### src/rtl/fft_disp_pkg.sv
// Shared constants, sideband tag type and pseudo-log helper for the FFT magnitude and display path.
package fft_disp_pkg;

    localparam int FFT_POINTS = 1024;
    localparam int OUT_POINTS = 512;
    localparam int MAG_W      = 9;
    localparam int MAG_LAT    = 21;
    localparam int ROOT_W     = 17;

    typedef struct packed {
        logic valid;
        logic eop;
    } tag_t;

    // {MSB index, 4 bits below the MSB}. Normalising the root first makes e<4 pad with zeros for free.
    function automatic logic [MAG_W-1:0] log_mag(input logic [ROOT_W-1:0] root);
        logic [4:0]        e;
        logic [ROOT_W-1:0] norm;
        e = '0;
        for (int i = 0; i < ROOT_W; i++) begin
            if (root[i]) e = 5'(i);
        end
        norm = root << (ROOT_W - 1 - int'(e));
        if (root == '0) return '0;
        return {e, norm[ROOT_W-2 -: 4]};
    endfunction

endpackage

### src/rtl/fft_isqrt_pipe.sv
// Restoring integer square root, one root bit per pipeline stage (MSB first), with {valid, eop} sideband.
module fft_isqrt_pipe
    import fft_disp_pkg::*;
#(
    parameter int RAD_W = 33,
    parameter int RT_W  = (RAD_W + 1) / 2
) (
    input  logic              clk,
    input  logic              rst,
    input  logic [RAD_W-1:0]  rad,
    input  tag_t              rad_tag,
    output logic [RT_W-1:0]   root,
    output tag_t              root_tag
);

    localparam int PAD_W = 2 * RT_W;
    localparam int REM_W = RT_W + 2;

    logic [PAD_W-1:0] rad_pipe [0:RT_W-1];
    logic [REM_W-1:0] rem_pipe [0:RT_W-1];
    logic [RT_W-1:0]  q_pipe   [0:RT_W-1];
    tag_t             tag_pipe [0:RT_W-1];

    for (genvar gi = 0; gi < RT_W; gi++) begin : g_stage
        logic [PAD_W-1:0] cur_rad;
        logic [REM_W-1:0] cur_rem;
        logic [RT_W-1:0]  cur_q;
        tag_t             cur_tag;
        logic [REM_W+1:0] rem_sh;
        logic [REM_W+1:0] trial;

        if (gi == 0) begin : g_head
            assign cur_rad = PAD_W'(rad);
            assign cur_rem = '0;
            assign cur_q   = '0;
            assign cur_tag = rad_tag;
        end else begin : g_body
            assign cur_rad = rad_pipe[gi-1];
            assign cur_rem = rem_pipe[gi-1];
            assign cur_q   = q_pipe[gi-1];
            assign cur_tag = tag_pipe[gi-1];
        end

        // Bring down the next radicand bit pair and try appending a 1 to the partial root.
        assign rem_sh = {cur_rem, cur_rad[PAD_W-1 -: 2]};
        assign trial  = {2'b00, cur_q, 2'b01};

        always_ff @(posedge clk or posedge rst) begin
            if (rst) begin
                rad_pipe[gi] <= '0;
                rem_pipe[gi] <= '0;
                q_pipe[gi]   <= '0;
                tag_pipe[gi] <= '0;
            end else begin
                rad_pipe[gi] <= cur_rad << 2;
                tag_pipe[gi] <= cur_tag;
                if (rem_sh >= trial) begin
                    rem_pipe[gi] <= REM_W'(rem_sh - trial);
                    q_pipe[gi]   <= {cur_q[RT_W-2:0], 1'b1};
                end else begin
                    rem_pipe[gi] <= REM_W'(rem_sh);
                    q_pipe[gi]   <= {cur_q[RT_W-2:0], 1'b0};
                end
            end
        end
    end

    // Final remainder and exhausted radicand are not needed downstream.
    logic unused_tail;
    assign unused_tail = ^{rad_pipe[RT_W-1], rem_pipe[RT_W-1]};

    assign root     = q_pipe[RT_W-1];
    assign root_tag = tag_pipe[RT_W-1];

endmodule

### src/rtl/fft_mag_calc.sv
// Streaming FFT bin magnitude sqrt(re^2+im^2), first OUT_POINTS bins per frame, scaled to 9 bits.
// Define FFT_MAG_LOG_EN to output a pseudo-log2 magnitude instead of the linear shifted value.
module fft_mag_calc
    import fft_disp_pkg::*;
#(
    parameter int DATA_W     = 16,
    parameter int FFT_POINTS = fft_disp_pkg::FFT_POINTS,
    parameter int OUT_POINTS = fft_disp_pkg::OUT_POINTS,
    parameter int SHIFT      = 6
) (
    input  logic                     clk,
    input  logic                     rst,
    input  logic signed [DATA_W-1:0] src_re,
    input  logic signed [DATA_W-1:0] src_im,
    input  logic                     src_valid,
    input  logic                     src_sop,
    input  logic                     src_eop,
    output logic [MAG_W-1:0]         fft_data,
    output logic                     fft_valid,
    output logic                     fft_eop
);

    localparam int BIN_W = $clog2(FFT_POINTS);
    localparam int SQ_W  = 2 * DATA_W;
    localparam int SUM_W = SQ_W + 1;
    localparam int RT_W  = (SUM_W + 1) / 2;
    localparam logic [BIN_W-1:0] LAST_BIN = BIN_W'(OUT_POINTS - 1);

    logic              in_frame_reg;
    logic [BIN_W-1:0]  bin_cnt_reg;
    logic              beat_active;
    logic [BIN_W-1:0]  bin_next;
    tag_t              s1_tag_next;
    logic [DATA_W-1:0] a_next;
    logic [DATA_W-1:0] b_next;

    logic [DATA_W-1:0] a_reg;
    logic [DATA_W-1:0] b_reg;
    tag_t              s1_tag_reg;
    logic [SQ_W-1:0]   sq_a_reg;
    logic [SQ_W-1:0]   sq_b_reg;
    tag_t              s2_tag_reg;
    logic [SUM_W-1:0]  sum_reg;
    tag_t              s3_tag_reg;

    logic [RT_W-1:0]   root;
    tag_t              root_tag;
    logic [MAG_W-1:0]  mag_next;

    // sop always (re)starts a frame; other beats only count while a frame is open.
    always_comb begin
        beat_active = 1'b0;
        bin_next    = bin_cnt_reg;
        if (src_valid && src_sop) begin
            beat_active = 1'b1;
            bin_next    = '0;
        end else if (src_valid && in_frame_reg) begin
            beat_active = 1'b1;
            bin_next    = bin_cnt_reg + 1'b1;
        end
        s1_tag_next       = '0;
        s1_tag_next.valid = beat_active && (bin_next <= LAST_BIN);
        s1_tag_next.eop   = beat_active && (bin_next == LAST_BIN);
    end

    always_ff @(posedge clk or posedge rst) begin
        if (rst) begin
            in_frame_reg <= 1'b0;
            bin_cnt_reg  <= '0;
        end else if (beat_active) begin
            in_frame_reg <= ~src_eop;
            bin_cnt_reg  <= bin_next;
        end
    end

    // Two's-complement negate; the most negative input yields 2^(DATA_W-1) as unsigned.
    assign a_next = src_re[DATA_W-1] ? (~src_re + 1'b1) : src_re;
    assign b_next = src_im[DATA_W-1] ? (~src_im + 1'b1) : src_im;

    always_ff @(posedge clk or posedge rst) begin
        if (rst) begin
            a_reg      <= '0;
            b_reg      <= '0;
            s1_tag_reg <= '0;
            sq_a_reg   <= '0;
            sq_b_reg   <= '0;
            s2_tag_reg <= '0;
            sum_reg    <= '0;
            s3_tag_reg <= '0;
        end else begin
            a_reg      <= a_next;
            b_reg      <= b_next;
            s1_tag_reg <= s1_tag_next;
            sq_a_reg   <= SQ_W'(a_reg) * SQ_W'(a_reg);
            sq_b_reg   <= SQ_W'(b_reg) * SQ_W'(b_reg);
            s2_tag_reg <= s1_tag_reg;
            sum_reg    <= SUM_W'(sq_a_reg) + SUM_W'(sq_b_reg);
            s3_tag_reg <= s2_tag_reg;
        end
    end

    fft_isqrt_pipe #(
        .RAD_W (SUM_W)
    ) u_isqrt (
        .clk      (clk),
        .rst      (rst),
        .rad      (sum_reg),
        .rad_tag  (s3_tag_reg),
        .root     (root),
        .root_tag (root_tag)
    );

`ifdef FFT_MAG_LOG_EN
    assign mag_next = log_mag(ROOT_W'(root));
`else
    logic [RT_W-1:0] scaled;
    assign scaled   = root >> SHIFT;
    assign mag_next = (|scaled[RT_W-1:MAG_W]) ? '1 : scaled[MAG_W-1:0];
`endif

    always_ff @(posedge clk or posedge rst) begin
        if (rst) begin
            fft_data  <= '0;
            fft_valid <= 1'b0;
            fft_eop   <= 1'b0;
        end else begin
            fft_valid <= root_tag.valid;
            fft_eop   <= root_tag.valid & root_tag.eop;
            if (root_tag.valid) begin
                fft_data <= mag_next;
            end
        end
    end

endmodule

### config.mk
export PLATFORM = sky130hd
export DESIGN_NAME = fft_mag_calc
export DESIGN_NICKNAME = d
export VERILOG_FILES = /design/src/rtl/fft_disp_pkg.sv /design/src/rtl/fft_isqrt_pipe.sv /design/src/rtl/fft_mag_calc.sv
export SDC_FILE = /design/constraint.sdc
export NUM_CORES = 2
export LEC_CHECK = 0
export ABC_CLOCK_PERIOD_IN_PS = 42100
export CORE_UTILIZATION = 40
export CTS_BUF_LIST = sky130_fd_sc_hd__clkbuf_4
export DETAILED_ROUTE_END_ITERATION = 10
export GPL_TIMING_DRIVEN = 0
export PLACE_DENSITY_LB_ADDON = 0.15
export SLEW_MARGIN = 20
export SYNTH_ARGS = -nofsm -noshare
export SYNTH_HDL_FRONTEND = slang
export SYNTH_SLANG_ARGS = --single-unit
export TNS_END_PERCENT = 100
### constraint.sdc
create_clock -name clk -period 42.1 [get_ports clk]
set_input_delay 12.63 -clock clk [delete_from_list [all_inputs] [get_ports clk]]
set_output_delay 12.63 -clock clk [all_outputs]
set_load 0.02 [all_outputs]
======== Word level (Yosys, flattened, before mapping) ========
Index checks and enable logic that the tools add are counted.
storage, ports and cells
  word-level logic and storage cells ...... 189
  register bits ........................... 920
  input bits .............................. 37
  latch bits .............................. 0
  memories kept ........................... 0
  memory bits (read-only) ................. 0
  output and inout bits ................... 11
  bits in writable memories ............... 0
cells by class
  mux-type cells .......................... 40
  bitwise operators ....................... 4
  $add $sub $neg .......................... 20
  shift-type cells ........................ 0
  reductions and logical operators ........ 5
  multipliers ............................. 2
  order comparisons ....................... 18
  div/mod/pow operators ................... 0
  eq/ne operators ......................... 1
operators with widths
  kind                                                             count
  19-bit 2-to-1 mux                                                16
  16-bit by 16-bit multiplier with 32-bit output                   2
  32-bit by 32-bit adder with 33-bit output                        1
  16-bit by 1-bit adder with 16-bit output, second input constant  2
  16-bit 2-to-1 mux                                                2
  16-bit NOT                                                       2
  21-bit by 10-bit greater-or-equal comparator with 1-bit output   1
  21-bit by 11-bit greater-or-equal comparator with 1-bit output   1
  21-bit by 12-bit greater-or-equal comparator with 1-bit output   1
  21-bit by 13-bit greater-or-equal comparator with 1-bit output   1
  21-bit by 14-bit greater-or-equal comparator with 1-bit output   1
  21-bit by 15-bit greater-or-equal comparator with 1-bit output   1
  21-bit by 16-bit greater-or-equal comparator with 1-bit output   1
  21-bit by 17-bit greater-or-equal comparator with 1-bit output   1
  21-bit by 18-bit greater-or-equal comparator with 1-bit output   1
  21-bit by 3-bit greater-or-equal comparator with 1-bit output    1
  21-bit by 4-bit greater-or-equal comparator with 1-bit output    1
  21-bit by 5-bit greater-or-equal comparator with 1-bit output    1
  21-bit by 6-bit greater-or-equal comparator with 1-bit output    1
  21-bit by 7-bit greater-or-equal comparator with 1-bit output    1
  21-bit by 8-bit greater-or-equal comparator with 1-bit output    1
  21-bit by 9-bit greater-or-equal comparator with 1-bit output    1
  10-bit 2-to-1 mux                                                2
  1-bit 2-to-1 mux                                                 19
  other kinds (25)                                                 28

======== Depth between registers and ports, before layout ========
  word-level depth ........................ 5
  depth in mapped cells ................... 25
  gate-level depth less buffers ........... 23

======== Hierarchy ========
A second synthesis with hierarchy kept.
second synthesis, totals
  cells, all modules ...................... 4722
  area, all modules ....................... 50866.3 µm²
by module, submodules not included
  module          sequential area each (µm²)  times used  area an instance (µm²)  cells each
  fft_isqrt_pipe  18292.5                     1           29488.3                 2458
  fft_mag_calc    3878.7                      1           21378.0                 2264

======== Worst setup path before layout ========
OpenSTA, ideal clock, no wires.
  path kind ............................... in2reg
  from .................................... input port src_re[8]
  to ...................................... register a_reg[13]
  buffers on the path ..................... 0
  required time ........................... 42.020 ns
  slack ................................... 28.108 ns
  cell stages on the path ................. 4
  data arrival time ....................... 13.912 ns
  library setup time ...................... 0.080 ns
  cells stage by stage .................... or4_1 or2_2 o41ai_1 xnor2_1
on the way
  cells in the longest elaborated chain, start to end .. 3
ends and longest elaborated chain
  item                                      line                RTL
  start, declared                           fft_mag_calc.sv:13  input logic signed [DATA_W-1:0] src_re,
  16-bit NOT                                fft_mag_calc.sv:77  assign a_next = src_re[DATA_W-1] ? (~src_re + 1'b1) : src_re;
  16-bit by 1-bit adder with 16-bit output  fft_mag_calc.sv:77
  16-bit 2-to-1 mux                         fft_mag_calc.sv:77
  via a_next[13]                            fft_mag_calc.sv:34  logic [DATA_W-1:0] a_next;
  end signal, assigned                      fft_mag_calc.sv:91  a_reg <= a_next;
  end, declared                             fft_mag_calc.sv:37  logic [DATA_W-1:0] a_reg;
The timed path passes the listed nets, and every way through them passes these cells.
A chain may end at the register's enable or synchronous reset.

======== Worst setup path after layout ========
  from .................................... register fft_data[7]
  to ...................................... output port fft_data[7]
RTL lines
  item                    line                 RTL
  start, declared         fft_mag_calc.sv:18   output logic [MAG_W-1:0] fft_data,
  start signal, assigned  fft_mag_calc.sv:130  fft_data <= mag_next;
No word-level cell between the ends.

==> metrics <==
Simple-Gate Fraction of Synth Area 0.106; Hold Buf Count CTS 0; fmax 68.7 MHz; R2R Path End sq_b_reg[31]$_DFF_PP0_; #FFs+latches synth 575; vias in the first global route 25,100; # setup viols final 0; # DRC 0; initial antenna violation count 2; adder-cell share of the synthesized area 0.285; maximum fanout along the worst path 2; Post-DP Area 38,600 um2; I/O pin count 48; Critical Path RT 29.47 ns; DP HPWL 57,300 um; post-CTS sizing 0; CTS sink cnt 575; pre-CTS setup slack 27.38 ns; routed vias/inst 4.75; post-synth top area share 0.394; Die ar. 92,400 um2; Hold EP u_isqrt.g_stage[1].cur_rad[21]$_DFF_PP0_; syn nets 4,062; clock skew 0.0527 ns; crit end category output pin; Synthesis Warnings 0; main flop type after synthesis dfrtp_1; max reg flops 158; Nets 4,272; crit path DAT 1.92 ns; max incr delay on CP 0.61 ns; Hold Slack 0.322 ns; Slew Viols, Final 0; mux contribution to synthesized area 0.00535; Setup Total Neg Slack 0 ns; Worst Setup Path Type reg2out; Core Box Area 90,100 um2; vias 23,200; clock tree buffer depth 3; worst hold path depth 0; reg2reg start b_reg[4]$_DFF_PP0_; CTS root buf clkbuf_4; Post-synth EDFFs 0; CP bufs+invs 1; gpl congestion 0.841; Detailed Routing Iterations Pass 1 4; Seq/Total Area, Yosys 0.394; TritonCTS clock tree yes; global-route wire length before repair 124,000 um; HP Start sum_reg[19]$_DFF_PP0_; Iter 0 DRT Violations 1,029; Mapped Avg Cell Area 10.8 um2; routed len/inst 14.9 um; die width 304 um; Hold Path Class reg2reg; cell area after synthesis 36,500 um2; xor-xnor portion of the synthesized cell area 0.0538; Min Clock Period, post-route 14.55 ns; status finished, final reports clean; ranking of synthesized cells by area dfrtp_1 (39%), fa_1 (18%), ha_1 (10%); die height 304 um; Max-Cap Viols 0; Final WS setup 27.55 ns; crit-path leading delay family buffers and inverters; CTS buffer count 156; # rows 110; Congestion Overflow GR 0; Worst Max-Slew Pin Slew 0.775 ns; synth unique cells 78; largest family of logic cells by synthesized area adder cells; largest net degree at the start of global routing 110; htree depth 4; startpoint types flop; final cell area excluding filler cells 40,600 um2; Synth Area in Compound Gates 0.0831; most frequent cells in the layout inv_1 (613), dfrtp_1 (575), fa_1 (328); antenna-violating nets left 0; R2R cell count 21; final hold violation count 0; commonest non-fill, non-tap cell in the layout inv_1; total track usage 0.167; # port buffers 47; Routed WL 73,000 um; Layout area overhead 11.2%; unrepaired setup endpoints after global routing false; Initial Util 0.405; Async SR Flop Fraction 1.00; CP Cell Sequence clkdlybuf4s50_1; Rel. slew slack 0.482; cell type with the largest total area after synthesis dfrtp_1; crit path max-delay cell type clkdlybuf4s50_1; latest clock arrival within the worst-skew pair 0.96 ns; Mapped Cells 3,391; flop2flop setup slack 34.64 ns; fin crit share 0.346; Worst-path clk slew 0.07 ns; layout cell share with drive strength beyond 1 0.0816; Setup Buffers After CTS 0
cell type report:
| class | instances | area, um2 |
|---|---|---|
| fill | 8707 | 49600 |
| antenna | 4 | 10.0 |
| tap | 1176 | 1470 |
| buffer | 82 | 337 |
| timing repair buffer | 52 | 608 |
| clock buffer | 220 | 1650 |
| clock inverter | 49 | 324 |
| inverter | 614 | 2310 |
| sequential | 575 | 14400 |
| multi-input combinational | 2120 | 19500 |
kinds of logic after synthesis:
group	after synthesis
and+or+nand+nor	774
buffers and inverters	696
DFF	575
adders and majority gates	634
AOI/OAI and AO/OA	470
muxes	18
xor gates and xnor gates	224
per-stage QoR:
stage               utilization  std cells
finish                    0.450       4892
global route              0.450       4892
CTS                       0.450       4888
detailed placement        0.428       4619
global placement          0.426       4614
floorplan                     -       3391
synthesized netlist by cell type, types with 70 or more instances:
cell type	n
nor2_1	147
dfrtp_1	575
inv_1	614
clkbuf_1	70
xor2_1	95
o21ai_0	94
nand2_1	238
a21oi_1	133
xnor2_1	129
and2_1	100
fa_1	328
ha_1	306
metal layers:
metal,share of wire,vias up,GRT usage
met5,0,-,0
met4,0.022,0,0.0590
met3,0.034,113,0.0315
met2,0.52,322,0.300
met1,0.42,11400,0.200
li1,-,11400,-
worst max path at each step:
| stage | from | endpoint | slack (ns) | cells past startpoint |
|---|---|---|---|---|
| 6_report | fft_data[7]$_DFFE_PP0P_ | fft_data[7] | 27.55 | 1 |
| 5_1_grt | fft_data[8]$_DFFE_PP0P_ | fft_data[8] | 27.37 | 1 |
| 4_1_cts | fft_data[8]$_DFFE_PP0P_ | fft_data[8] | 27.38 | 1 |
| 3_5_place_dp | src_valid | s1_tag_reg[0]$_DFF_PP0_ | 27.38 | 8 |
| 3_3_place_gp | rst | a_reg[2]$_DFF_PP0_ | 7.31 | 2 |
| 2_1_floorplan | rst | a_reg[0]$_DFF_PP0_ | 13.38 | 1 |
Power is left out: the tool's default activity adds up to more than one toggle a clock period on the data nets, which glitch-free logic cannot reach.
